File: src/rtl/list_range_if.sv
// list_range_if: req/ack/eol/value list-stream handshake between a list producer and its consumer.
// `count` is present only when LIST_RANGE_COUNT_EN is defined.
interface list_range_if #(
  parameter int unsigned WIDTH = 8
);
  logic                    req;
  logic                    ack;
  logic                    eol;
  logic signed [WIDTH-1:0] value;
`ifdef LIST_RANGE_COUNT_EN
  logic [WIDTH-1:0]        count;
`endif

  // Consumer side drives req and observes the element stream
  modport master (
    output req,
    input  ack,
    input  eol,
    input  value
`ifdef LIST_RANGE_COUNT_EN
    ,
    input  count
`endif
  );

  // Producer side answers requests
  modport slave (
    input  req,
    output ack,
    output eol,
    output value
`ifdef LIST_RANGE_COUNT_EN
    ,
    output count
`endif
  );
endinterface

File: src/rtl/list_range_source.sv
// list_range_source: producer of [start, start+step .. stop], one element per req/ack handshake.
// Optional element counter on lst.count under macro LIST_RANGE_COUNT_EN.
module list_range_source #(
  parameter int unsigned WIDTH = 8
) (
  input  logic                    CLOCK_50,
  input  logic                    reset,
  input  logic                    running,
  input  logic signed [WIDTH-1:0] start,
  input  logic signed [WIDTH-1:0] step,
  input  logic signed [WIDTH-1:0] stop,
  list_range_if.slave             lst
);
  localparam int unsigned W = WIDTH;

  typedef enum logic [1:0] {
    S_IDLE,
    S_WAIT_REQ,
    S_ACK,
    S_WAIT_DROP
  } state_t;

  state_t              r_state, w_state_nxt;
  logic signed [W-1:0] r_cur, w_cur_nxt;
  logic signed [W-1:0] r_step, w_step_nxt;
  logic signed [W-1:0] r_stop, w_stop_nxt;
  logic                r_exh, w_exh_nxt;
  logic                r_ack, w_ack_nxt;
  logic                r_eol, w_eol_nxt;
  logic signed [W-1:0] r_value, w_value_nxt;
  logic [W:0]          w_sum;
  logic                w_ovf;
`ifdef LIST_RANGE_COUNT_EN
  logic [W-1:0]        r_count, w_count_nxt;
`endif

  // Element is past the bound in the direction of travel; step 0 compares start against stop
  function automatic logic f_exhausted(input logic signed [W-1:0] cur,
                                       input logic signed [W-1:0] inc,
                                       input logic signed [W-1:0] lim);
    logic neg;
    neg = inc[W-1];
    f_exhausted = neg ? (cur < lim) : (cur > lim);
  endfunction

  // Sign-extended next element; a mismatch of the top two bits is a signed overflow
  assign w_sum = {r_cur[W-1], r_cur} + {r_step[W-1], r_step};
  assign w_ovf = w_sum[W] ^ w_sum[W-1];

  always_comb begin
    w_state_nxt = r_state;
    w_cur_nxt   = r_cur;
    w_step_nxt  = r_step;
    w_stop_nxt  = r_stop;
    w_exh_nxt   = r_exh;
    w_ack_nxt   = 1'b0;
    w_eol_nxt   = r_eol;
    w_value_nxt = r_value;
`ifdef LIST_RANGE_COUNT_EN
    w_count_nxt = r_count;
`endif
    if (!running) begin
      w_state_nxt = S_IDLE;
    end else begin
      case (r_state)
        S_IDLE: begin
          w_state_nxt = S_WAIT_REQ;
          w_cur_nxt   = start;
          w_step_nxt  = step;
          w_stop_nxt  = stop;
          w_exh_nxt   = f_exhausted(start, step, stop);
`ifdef LIST_RANGE_COUNT_EN
          w_count_nxt = '0;
`endif
        end
        S_WAIT_REQ: begin
          if (lst.req) begin
            w_state_nxt = S_ACK;
            w_ack_nxt   = 1'b1;
            if (r_exh) begin
              w_value_nxt = '0;
              w_eol_nxt   = 1'b1;
            end else begin
              w_value_nxt = r_cur;
              w_eol_nxt   = 1'b0;
              w_cur_nxt   = w_sum[W-1:0];
              w_exh_nxt   = w_ovf || f_exhausted(w_sum[W-1:0], r_step, r_stop);
`ifdef LIST_RANGE_COUNT_EN
              w_count_nxt = r_count + W'(1);
`endif
            end
          end
        end
        S_ACK: begin
          w_state_nxt = S_WAIT_DROP;
        end
        S_WAIT_DROP: begin
          if (!lst.req) w_state_nxt = S_WAIT_REQ;
        end
        default: begin
          w_state_nxt = S_IDLE;
        end
      endcase
    end
  end

  always_ff @(posedge CLOCK_50) begin
    if (reset) begin
      r_state <= S_IDLE;
      r_cur   <= '0;
      r_step  <= '0;
      r_stop  <= '0;
      r_exh   <= 1'b0;
      r_ack   <= 1'b0;
      r_eol   <= 1'b0;
      r_value <= '0;
`ifdef LIST_RANGE_COUNT_EN
      r_count <= '0;
`endif
    end else begin
      r_state <= w_state_nxt;
      r_cur   <= w_cur_nxt;
      r_step  <= w_step_nxt;
      r_stop  <= w_stop_nxt;
      r_exh   <= w_exh_nxt;
      r_ack   <= w_ack_nxt;
      r_eol   <= w_eol_nxt;
      r_value <= w_value_nxt;
`ifdef LIST_RANGE_COUNT_EN
      r_count <= w_count_nxt;
`endif
    end
  end

  assign lst.ack   = r_ack;
  assign lst.eol   = r_eol;
  assign lst.value = r_value;
`ifdef LIST_RANGE_COUNT_EN
  assign lst.count = r_count;
`endif
endmodule

File: src/flat_wrapper.sv
// flat-port wrapper written by rule: the top's interface ports become plain ports
module list_range_source_flat 
#(
  parameter int unsigned WIDTH = 8
)
  (CLOCK_50, reset, running, start, step, stop, lst_req, lst_ack, lst_eol, lst_value);
  list_range_if #(.WIDTH(WIDTH)) lst_i ();
  input  logic CLOCK_50;
  input  logic reset;
  input  logic running;
  input  logic signed [WIDTH-1:0] start;
  input  logic signed [WIDTH-1:0] step;
  input  logic signed [WIDTH-1:0] stop;
  input wire logic [$bits(lst_i.req)-1:0] lst_req;
  output wire logic [$bits(lst_i.ack)-1:0] lst_ack;
  output wire logic [$bits(lst_i.eol)-1:0] lst_eol;
  output wire logic [$bits(lst_i.value)-1:0] lst_value;
  assign lst_i.req = lst_req;
  assign lst_ack = lst_i.ack;
  assign lst_eol = lst_i.eol;
  assign lst_value = lst_i.value;
  list_range_source #(.WIDTH(WIDTH)) u_core (.CLOCK_50(CLOCK_50), .reset(reset), .running(running), .start(start), .step(step), .stop(stop), .lst(lst_i));
endmodule
File: config.mk
export PLATFORM = sky130hd
export DESIGN_NAME = list_range_source_flat
export DESIGN_NICKNAME = d
export VERILOG_FILES = /design/src/rtl/list_range_if.sv /design/src/rtl/list_range_source.sv /design/src/flat_wrapper.sv
export SDC_FILE = /design/constraint.sdc
export NUM_CORES = 1
export LEC_CHECK = 0
export ABC_CLOCK_PERIOD_IN_PS = 3500
export BUFFER_PORTS_ARGS = -buffer_cell sky130_fd_sc_hd__buf_2
export CAP_MARGIN = 20
export CORE_ASPECT_RATIO = 1.25
export CORE_UTILIZATION = 56
export DETAILED_ROUTE_END_ITERATION = 16
export PLACE_DENSITY = 0.79
export SYNTH_ARGS = -nofsm -noshare
export SYNTH_HDL_FRONTEND = slang
export SYNTH_SLANG_ARGS = --single-unit
File: constraint.sdc
create_clock -name CLOCK_50 -period 3.5 [get_ports CLOCK_50]
set_input_delay 0.35 -clock CLOCK_50 [delete_from_list [all_inputs] [get_ports CLOCK_50]]
set_output_delay 0.35 -clock CLOCK_50 [all_outputs]
set_load 0.005 [all_outputs]
==> Word level (Yosys, flattened, before mapping) <==
Index checks and enable logic that the tools add are counted.
{ "op_classes": {"n_reduce_logical": 10, "n_mux": 14, "eq_ne": 6, "n_lt_le_gt_ge": 4, "add_sub_neg": 1, "n_bitwise": 3} }
{ "op_table": {"columns": ["op", "n"], "rows": [
  ["$mux W8", 3],
  ["$gt A8 B8 Y1", 2],
  ["$lt A8 B8 Y1", 2],
  ["$pmux W8 S2", 1],
  ["$add A8 B8 Y9", 1],
  ["$pmux W2 S4", 1],
  ["$mux W1", 6],
  ["$ne A2 B2 Y1 const B", 3],
  ["$reduce_and A3 Y1", 2],
  ["$eq A2 B2 Y1 const B", 2],
  ["$mux W2", 2],
  ["$reduce_and A2 Y1", 2],
  ["$reduce_and A4 Y1", 1],
  ["$reduce_or A3 Y1", 1],
  ["$eq A2 B1 Y1 const B", 1],
  ["$logic_not A2 Y1", 1],
  ["$not A1 Y1", 2],
  ["$pmux W1 S2", 1],
  ["$reduce_bool A2 Y1", 1],
  ["$reduce_or A2 Y1", 1],
  ["$logic_or A1 B1 Y1", 1],
  ["$xor A1 B1 Y1", 1]
]} }
{ "totals": {"input_bits": 28, "reg_bits": 37, "out_inout_bits": 10, "elab_cells": 46} }

==> Longest topological paths before layout <==
Gate-level depths: netlist of the first run.
{ "depth": {"ltp_word": 7, "depth_mapped": 13} }

==> Least setup slack after synthesis of the first run <==
Ideal clock, no wire load.
{ "synth_path": {"kind": "register to register", "from": "register u_core.r_step[0]", "to": "register u_core.r_exh", "n_path_buf": 0, "required_time_ns": 3.409, "synth_period_minus_slack_ns": 2.834, "setup_ns": 0.091, "path_slack_ns": 0.666, "path_stages_with_launch": 13, "t_arrival_ns": 2.743, "cell_sequence": "dfxtp_1 > ha_1 > fa_1 > a21oi_1 > o2111ai_1 > xor2_1 > ha_1 > and4_1 > and2_1 > a21boi_1 > mux2i_1 > mux2i_1 > a311oi_1"} }
{ "synth_between": {"elab_chain_len": 7} }
{ "synth_lines": {"columns": ["item", "line", "text"], "rows": [
  ["from (decl)", "list_range_source.sv:25", "logic signed [W-1:0] r_step, w_step_nxt;"],
  ["from (signal assigned)", "list_range_source.sv:123", "r_step <= w_step_nxt;"],
  ["$add A8 B8 Y9 (*)", "list_range_source.sv:47", "assign w_sum = {r_cur[W-1], r_cur} + {r_step[W-1], r_step};"],
  ["$gt A8 B8 Y1 / $lt A8 B8 Y1 (equally long branches)", "list_range_source.sv:43", "f_exhausted = neg ? (cur < lim) : (cur > lim);"],
  ["$mux W1", "list_range_source.sv:43", null],
  ["$logic_or A1 B1 Y1 (*)", "list_range_source.sv:87", "w_exh_nxt = w_ovf || f_exhausted(w_sum[W-1:0], r_step, r_stop);"],
  ["$mux W1 (*)", "list_range_source.sv:80", "if (r_exh) begin"],
  ["$mux W1 (*)", "list_range_source.sv:77", "if (lst.req) begin"],
  ["$pmux W1 S2 (*)", "list_range_source.sv:65", "case (r_state)"],
  ["to (signal assigned)", "list_range_source.sv:125", "r_exh <= w_exh_nxt;"],
  ["to (decl)", "list_range_source.sv:27", "logic r_exh, w_exh_nxt;"]
]} }
Every way passes the cells marked *; elsewhere a longest branch is shown, timed or not. The select of a mux whose other input is x is not followed.
A chain may end at the register's enable or synchronous reset.

==> Worst setup path after layout of the first run <==
{ "layout_path": {"from": "register u_core.r_cur[0]", "to": "register u_core.r_exh"} }
{ "layout_between": {"elab_chain_len": 7} }
{ "layout_lines": {"columns": ["item", "line", "text"], "rows": [
  ["from (decl)", "list_range_source.sv:24", "logic signed [W-1:0] r_cur, w_cur_nxt;"],
  ["from (signal assigned)", "list_range_source.sv:122", "r_cur <= w_cur_nxt;"],
  ["$add A8 B8 Y9 (*)", "list_range_source.sv:47", null],
  ["$gt A8 B8 Y1 / $lt A8 B8 Y1 (equally long branches)", "list_range_source.sv:43", null],
  ["$mux W1", "list_range_source.sv:43", null],
  ["$logic_or A1 B1 Y1 (*)", "list_range_source.sv:87", null],
  ["$mux W1 (*)", "list_range_source.sv:80", null],
  ["$mux W1 (*)", "list_range_source.sv:77", null],
  ["$pmux W1 S2 (*)", "list_range_source.sv:65", null]
]} }
Marked as above.

==> results of run 1 <==
-- state kept, by name, summed over array words and instances (netlist names) --
register          cells
u_core.r_step         8
u_core.lst.ack        1
u_core.lst.eol        1
u_core.lst.value      8
u_core.r_exh          1
u_core.r_cur          8
u_core.r_state        2
u_core.r_stop         8
-- cells in the final DEF, fill, tap and decap left out, drive strengths merged, types with 5 or more instances in the layout --
cell type / count
nand2: 42
buf: 40
dfxtp: 37
a21oi: 36
ha: 28
inv: 24
nor2: 23
mux2i: 13
a211oi: 9
nor3b: 7
xor2: 5
nor3: 5
clkbuf: 5
o21ai: 5
-- cell usage after synthesis, types with 2 or more instances --
cell / number / area [µm²]
sky130_fd_sc_hd__dfxtp_1: 37 / 741
sky130_fd_sc_hd__nand3_1: 4 / 20.0
sky130_fd_sc_hd__nor2_1: 23 / 86.3
sky130_fd_sc_hd__inv_1: 24 / 90.1
sky130_fd_sc_hd__xnor2_1: 2 / 17.5
sky130_fd_sc_hd__mux2i_1: 13 / 130
sky130_fd_sc_hd__a211oi_1: 9 / 67.6
sky130_fd_sc_hd__buf_2: 3 / 15.0
sky130_fd_sc_hd__o21ai_1: 4 / 20.0
sky130_fd_sc_hd__and4_1: 2 / 17.5
sky130_fd_sc_hd__nor3_1: 5 / 25.0
sky130_fd_sc_hd__a21o_1: 2 / 15.0
sky130_fd_sc_hd__and2_1: 3 / 18.8
sky130_fd_sc_hd__clkbuf_1: 11 / 41.3
sky130_fd_sc_hd__xor2_1: 5 / 43.8
sky130_fd_sc_hd__a21oi_1: 36 / 180
sky130_fd_sc_hd__ha_1: 28 / 350
sky130_fd_sc_hd__o21a_1: 2 / 15.0
sky130_fd_sc_hd__nand2_1: 42 / 158
sky130_fd_sc_hd__nor3b_1: 7 / 52.6
sky130_fd_sc_hd__nand2b_1: 2 / 12.5
-- path summary, 6_finish.rpt --
| kind | end | cells past startpoint | startpoint | slack, ns |
|---|---|---|---|---|
| min | u_core.r_step[3] | 3 | step[3] | 0.29 |
| max reg2reg | u_core.r_exh | 12 | u_core.r_cur[0] | 0.43 |
| min reg2reg | u_core.r_stop[1] | 2 | u_core.r_stop[1] | 0.46 |
| max | u_core.r_exh | 12 | u_core.r_cur[0] | 0.43 |
-- worst register-to-register path: cells and delay by family, from the launching register on --
family,cells,cell delay [ns]
and+or+nand+nor,1,0.22
AOI/OAI and AO/OA,5,0.96
muxes,2,0.33
DFF,1,0.34
adders and majority gates,3,0.92
xor gates and xnor gates,1,0.20
-- power breakdown --
group | switching [mW] | leakage [nW] | total, mW | internal (mW)
registers | 0.0239 | 0.303 | 0.470 | 0.447
logic | 0.150 | 0.862 | 0.277 | 0.127
clock network | 0.168 | 0.0543 | 0.381 | 0.213
total | 0.341 | 1.22 | 1.13 | 0.787
-- cell type report --
cell class,count,share of cell area [%]
Multi-Input combinational cell,204,52.9
Sequential cell,37,28.5
Timing Repair Buffer,40,8.00
Inverter,24,3.47
Clock buffer,5,2.65
Tap cell,54,2.60
Clock inverter,3,1.78
-- metrics by stage --
stage	instances	power (mW)	hold slack (ns)
6_report	367	1.13	0.286
5_1_grt	367	1.19	0.285
4_1_cts	367	1.13	0.283
3_5_place_dp	359	0.755	0.448
3_3_place_gp	359	0.747	0.446
2_1_floorplan	279	0.683	0.436
-- metal layers --
| metal | track usage (%) | part of all wire (%) |
|---|---|---|
| met4 | 8.73 | 1.9 |
| met1 | 32.7 | 48 |
| met2 | 40.8 | 48 |
| met5 | 0 | 0 |
| met3 | 5.85 | 2.2 |
-- cell families after synthesis --
| family | share of synthesized area, % |
|---|---|
| mux | 6.25 |
| fa+ha+maj | 16.4 |
| buf+inv | 6.47 |
| flops | 32.8 |
| compound gates | 17.3 |
| simple gates | 18.2 |
| xor+xnor | 2.71 |
==> metrics.yaml, run 1 <==
timing:
  final_cycle_share_pct: 87.6
  fmax_ghz: 0.326
  timing.setup.tns_ns: 0
  maxSlewHeadroom_pct: 56.1
  report.final.setup_viol: 0
  timing.final.hold_violations: 0
  slew_violations: 0
  layout_min_cycle_time_ns: 3.07
  postLayoutSetupSlackWorst_ns: 0.435
  max_slew.worst_pin.slew_ns: 0.659
  finalClockSkew_ns: 0.00946
  unrepaired_setup_endpoints_after_global_routing: "false"
floorplan:
  start_util_pct: 59.2
  placeableCoreArea_um2: 3820
  die-height_um: 73.0
  design.die.area_um2: 4300
  chipWidth_um: 58.8
  boundaryPins: 38
  rows: 25
critical_path:
  worst-setup-path-type: "reg -> reg"
  cpLargestDelayFamily: "compound AO/OA/AOI/OAI gates"
  worstPathArrival_ns: 3.27
  critical_path.n_buffers_inverters: 0
  critPathRequiredTime_ns: 3.70
  critPathMaxStageDelay_ns: 0.40
  critical_path.max_fanout: 3
  critical_path.endpoint_type: "flop"
  startpoint_type: "flop"
  crit_path_top_delay_cell: "sky130_fd_sc_hd__fa_1"
  path_cells: "ha_1 -> fa_1 -> a21oi_1 -> o2111ai_1 -> xor2_1 -> ha_1 -> and4_1 -> a2bb2oi_1 -> a21boi_1 -> mux2i_1 -> mux2i_1 -> a311oi_1"
placement:
  gp_routability_congestion: 0.856
  pre_cts_slack_ns: 0.495
  detailed_place_hpwl_mm: 3.68
  portbufs: 37
  placement.cell_area_um2: 2480
grt:
  grt_pass1_wl_mm: 8.10
  grt_pass1_vias: 1757
  grt_overflow_total: 0
  antenna_violations_before_repair: 0
  grt.total_usage_pct: 25.2
  largest_net_degree_at_the_start_of_global_routing: 38
logic_synthesis:
  synth_enable_flop_cells: 0
  synth_seq_cells: 37
  postSynthCellCount: 279
  postSynth.asyncResetShare_pct: 0
  yosys.cell_types.count: 36
  syn-mean-instance-area_um2: 8.10
  netlist_area_before_placement_um2: 2260
  fraction_of_the_yosys_area_taken_by_sequential_cells_pct: 32.8
  yosys_most_used_dff: "sky130_fd_sc_hd__dfxtp_1"
  synthesis.nets: 336
  yosysWarnings: 0
pwr:
  power_density_nw_per_um2: 435
  power.static_leakage_nw: 1.22
  power.ir.vdd_worst_uv: 373
final_layout:
  fillCellCount: 351
  drive_above_1_share_pct: 16.3
  antennaDiodeCount: 0
  num-nets-final: 369
  multi_input_comb_area_um2: 1370
  finalCoreUtilization_pct: 68.0
  design_area_um2: 2590
  register_area_um2: 741
  layout-area-overhead-vs-synth_pct: 14.8
detailed_routing:
  wl_per_cell_um: 13.3
  drt_pass1_iterations: 4
  detail_route.drc_violations: 0
  drt_first_iter_violations: 68
  drt-vias-per-instance: 5.26
  drt.antenna.violating_nets: 0
  num_vias: 1930
  wirelength_mm: 4.90
cts:
  cts.root.buffer_cell: "sky130_fd_sc_hd__clkbuf_8"
  path_clk_slew_ns: 0.09
  post_cts_hold_buffer_count: 0
  tritoncts: "done"
  htree_num_levels: 2
  cts_sinks: 37
  post_cts.resized_instances: 0
  ctsLongestPathBuffers: 2
  clock_latency_ns: 0.29
  cts_post_setup_buffers_inserted: 0
  cts-buffers-inserted: 5
flow_run:
  cap_violations: 0
hold_path:
  hold_path.class: "in -> reg"
run_status:
  outcome: "finished clean"
Note: power is estimated with default switching activity, not from simulation.
==> inputs of run 2 (changes only) <==
CORE_MARGIN = 8   (was not set)
==> run 2 against run 1 <==
Against the previous run:
- sequential power is essentially flat
- clock power barely moved
- first-iteration DRC count up 65%
- count of clock-buffer cells in the layout is 2 higher
- critical path type unchanged
==> metrics.yaml, run 2 (synthesis gave the netlist of run 1 again) <==
critical_path:
  startpoint_type: "flop"  # unchanged
  worst-setup-path-type: "reg -> reg"  # unchanged
  worstPathArrival_ns: 3.31  # was 3.27 ns
  critical_path.max_fanout: 3  # unchanged
  critical_path.endpoint_type: "flop"  # unchanged
  critPathRequiredTime_ns: 3.71  # was 3.70 ns
cts:
  ctsLongestPathBuffers: 2  # unchanged
  htree_num_levels: 2  # unchanged
  post_cts.resized_instances: 0  # unchanged
  path_clk_slew_ns: 0.07  # was 0.09 ns
  clock_latency_ns: 0.29  # about the same
  cts_sinks: 37  # unchanged
  cts.root.buffer_cell: "sky130_fd_sc_hd__clkbuf_8"  # unchanged
  cts_post_setup_buffers_inserted: 0  # unchanged
  cts-buffers-inserted: 5  # unchanged
  post_cts_hold_buffer_count: 0  # unchanged
  tritoncts: "done"  # unchanged
placement:
  portbufs: 37  # unchanged
  gp_routability_congestion: 0.895  # was 0.856
  detailed_place_hpwl_mm: 3.96  # was 3.68 mm
  placedCellCount: 360  # was 359
flow_run:
  cap_violations: 0  # unchanged
final_layout:
  final_cell_count_no_fill: 368  # was 367
  drive_above_1_share_pct: 15.7  # was 16.3%
  num-nets-final: 368  # was 369
  antennaDiodeCount: 0  # unchanged
  mostFrequentLayoutCell: "sky130_fd_sc_hd__nand2_1"  # unchanged
  layout-area-overhead-vs-synth_pct: 14.6  # was 14.8%
  layout.cells.most_common_list: "42 x sky130_fd_sc_hd__nand2_1, 37 x sky130_fd_sc_hd__buf_2, 37 x sky130_fd_sc_hd__dfxtp_1"  # unchanged
  fillCellCount: 380  # was 351
  finalCoreUtilization_pct: 65.3  # was 68.0%
floorplan:
  boundaryPins: 38  # unchanged
  chipWidth_um: 72.8  # was 58.8 µm
  die-height_um: 87.0  # was 73.0 µm
  design.die.area_um2: 6340  # was 4300 µm²
  start_util_pct: 57.0  # was 59.2%
  rows: 26  # was 25
  placeableCoreArea_um2: 3970  # was 3820 µm²
timing:
  max_slew.worst_pin.slew_ns: 0.719  # was 0.659 ns
  fmax_ghz: 0.323  # was 0.326 GHz
  finalClockSkew_ns: 0.00357  # was 0.00946 ns
  timing.setup.tns_ns: 0  # unchanged
  final_cycle_share_pct: 88.5  # was 87.6%
  report.final.setup_viol: 0  # unchanged
  layout_min_cycle_time_ns: 3.10  # was 3.07 ns
  timing.final.hold_violations: 0  # unchanged
  unrepaired_setup_endpoints_after_global_routing: "false"  # unchanged
  slew_violations: 0  # unchanged
  maxSlewHeadroom_pct: 51.9  # was 56.1%
pwr:
  power_density_nw_per_um2: 438  # was 435 nW/µm²
  power.static_leakage_nw: 1.22  # about the same
  power.ir.vdd_worst_uv: 267  # was 373 µV
  power.switching_mw: 0.329  # was 0.341 mW
  total_power_mw: 1.13  # about the same
  share_seq_of_total_power_pct: 41.6  # was 41.7%
  cellInternalPower_mw: 0.805  # was 0.787 mW
  share_clk_of_total_power_pct: 33.8  # about the same
  sw_share_pct: 29.0  # was 30.3%
  combPwrFrac_pct: 24.6  # was 24.5%
detailed_routing:
  drt.antenna.violating_nets: 0  # unchanged
  wirelength_mm: 5.25  # was 4.90 mm
  drt_pass1_iterations: 5  # was 4
  drt-vias-per-instance: 5.51  # was 5.26
  wl_per_cell_um: 14.3  # was 13.3 µm
  detail_route.drc_violations: 0  # unchanged
  drt_first_iter_violations: 112  # was 68
  num_vias: 2029  # was 1,930
grt:
  gr-max-usage-layer: "met2"  # unchanged
  largest_net_degree_at_the_start_of_global_routing: 38  # unchanged
  global_route.usage.met3_pct: 4.38  # was 5.85%
  grt_pass1_wl_mm: 8.68  # was 8.10 mm
  grt_pass1_vias: 1947  # was 1,757
  antenna_violations_before_repair: 0  # unchanged
  grt_overflow_total: 0  # unchanged
  grt.total_usage_pct: 17.4  # was 25.2%
  grt.met2_usage_pct: 29.9  # was 40.8%
  met1_usage_pct: 19.1  # was 32.7%
hold_path:
  hold_path.class: "in -> reg"  # unchanged
run_status:
  outcome: "finished clean"  # unchanged
## run 2: changes by cell type in the layout (fill, tap and decap cells not counted)
cell,previous run,this run
sky130_fd_sc_hd__buf_4,3,2
sky130_fd_sc_hd__clkbuf_1,0,1
sky130_fd_sc_hd__clkbuf_8,5,6
sky130_fd_sc_hd__clkinv_4,1,0
sky130_fd_sc_hd__clkinvlp_4,1,0
## run 2: worst paths after layout
check                   start               end  slack, ns  cells past startpoint
max           u_core.r_cur[0]      u_core.r_exh       0.40                     12
min                   step[6]  u_core.r_step[6]       0.29                      3
max reg2reg   u_core.r_cur[0]      u_core.r_exh       0.40                     12
min reg2reg  u_core.r_stop[4]  u_core.r_stop[4]       0.46                      2
## run 2: layout make-up
class	count	area (µm²)	share of cell area (%)
clock buffers	7	86.3	3.33
clock inverters	1	30.0	1.16
well taps	56	70.1	2.70
repair buffers	39	200	7.73
flip-flops and latches	37	741	28.6
inverters	24	90.1	3.48
multi-input cells	204	1370	53.0
## run 2: stage by stage
step           setup slack, ns  hold WS (ns)  area (µm²)
2_1_floorplan            0.666         0.436        2260
3_3_place_gp             0.554         0.444        2470
3_5_place_dp             0.482         0.451        2470
4_1_cts                  0.401         0.282        2590
5_1_grt                  0.119         0.289        2590
6_report                 0.403         0.287        2590
## run 2: critical path, stage by stage (launching register included)
cell	delay (ns)
sky130_fd_sc_hd__dfxtp_1	0.32
sky130_fd_sc_hd__ha_1	0.20
sky130_fd_sc_hd__fa_1	0.40
sky130_fd_sc_hd__a21oi_1	0.20
sky130_fd_sc_hd__o2111ai_1	0.19
sky130_fd_sc_hd__xor2_1	0.18
sky130_fd_sc_hd__ha_1	0.29
sky130_fd_sc_hd__and4_1	0.22
sky130_fd_sc_hd__a2bb2oi_1	0.15
sky130_fd_sc_hd__a21boi_1	0.24
sky130_fd_sc_hd__mux2i_1	0.26
sky130_fd_sc_hd__mux2i_1	0.10
sky130_fd_sc_hd__a311oi_1	0.25
## run 2: per-layer routing
layer	vias to the layer above	part of all wire, %
met3	14	3.3
met2	40	50
met5	-	0
li1	1017	-
met4	0	3.2
met1	958	43
## run 2: power by group through the flow
stage               registers, mW  clock network (mW)  logic (mW)
finish                      0.472               0.383       0.279
global route                0.476               0.405       0.313
CTS                         0.472               0.387       0.280
detailed placement          0.481                   0       0.274
global placement            0.480                   0       0.265
floorplan                   0.470                   0       0.213
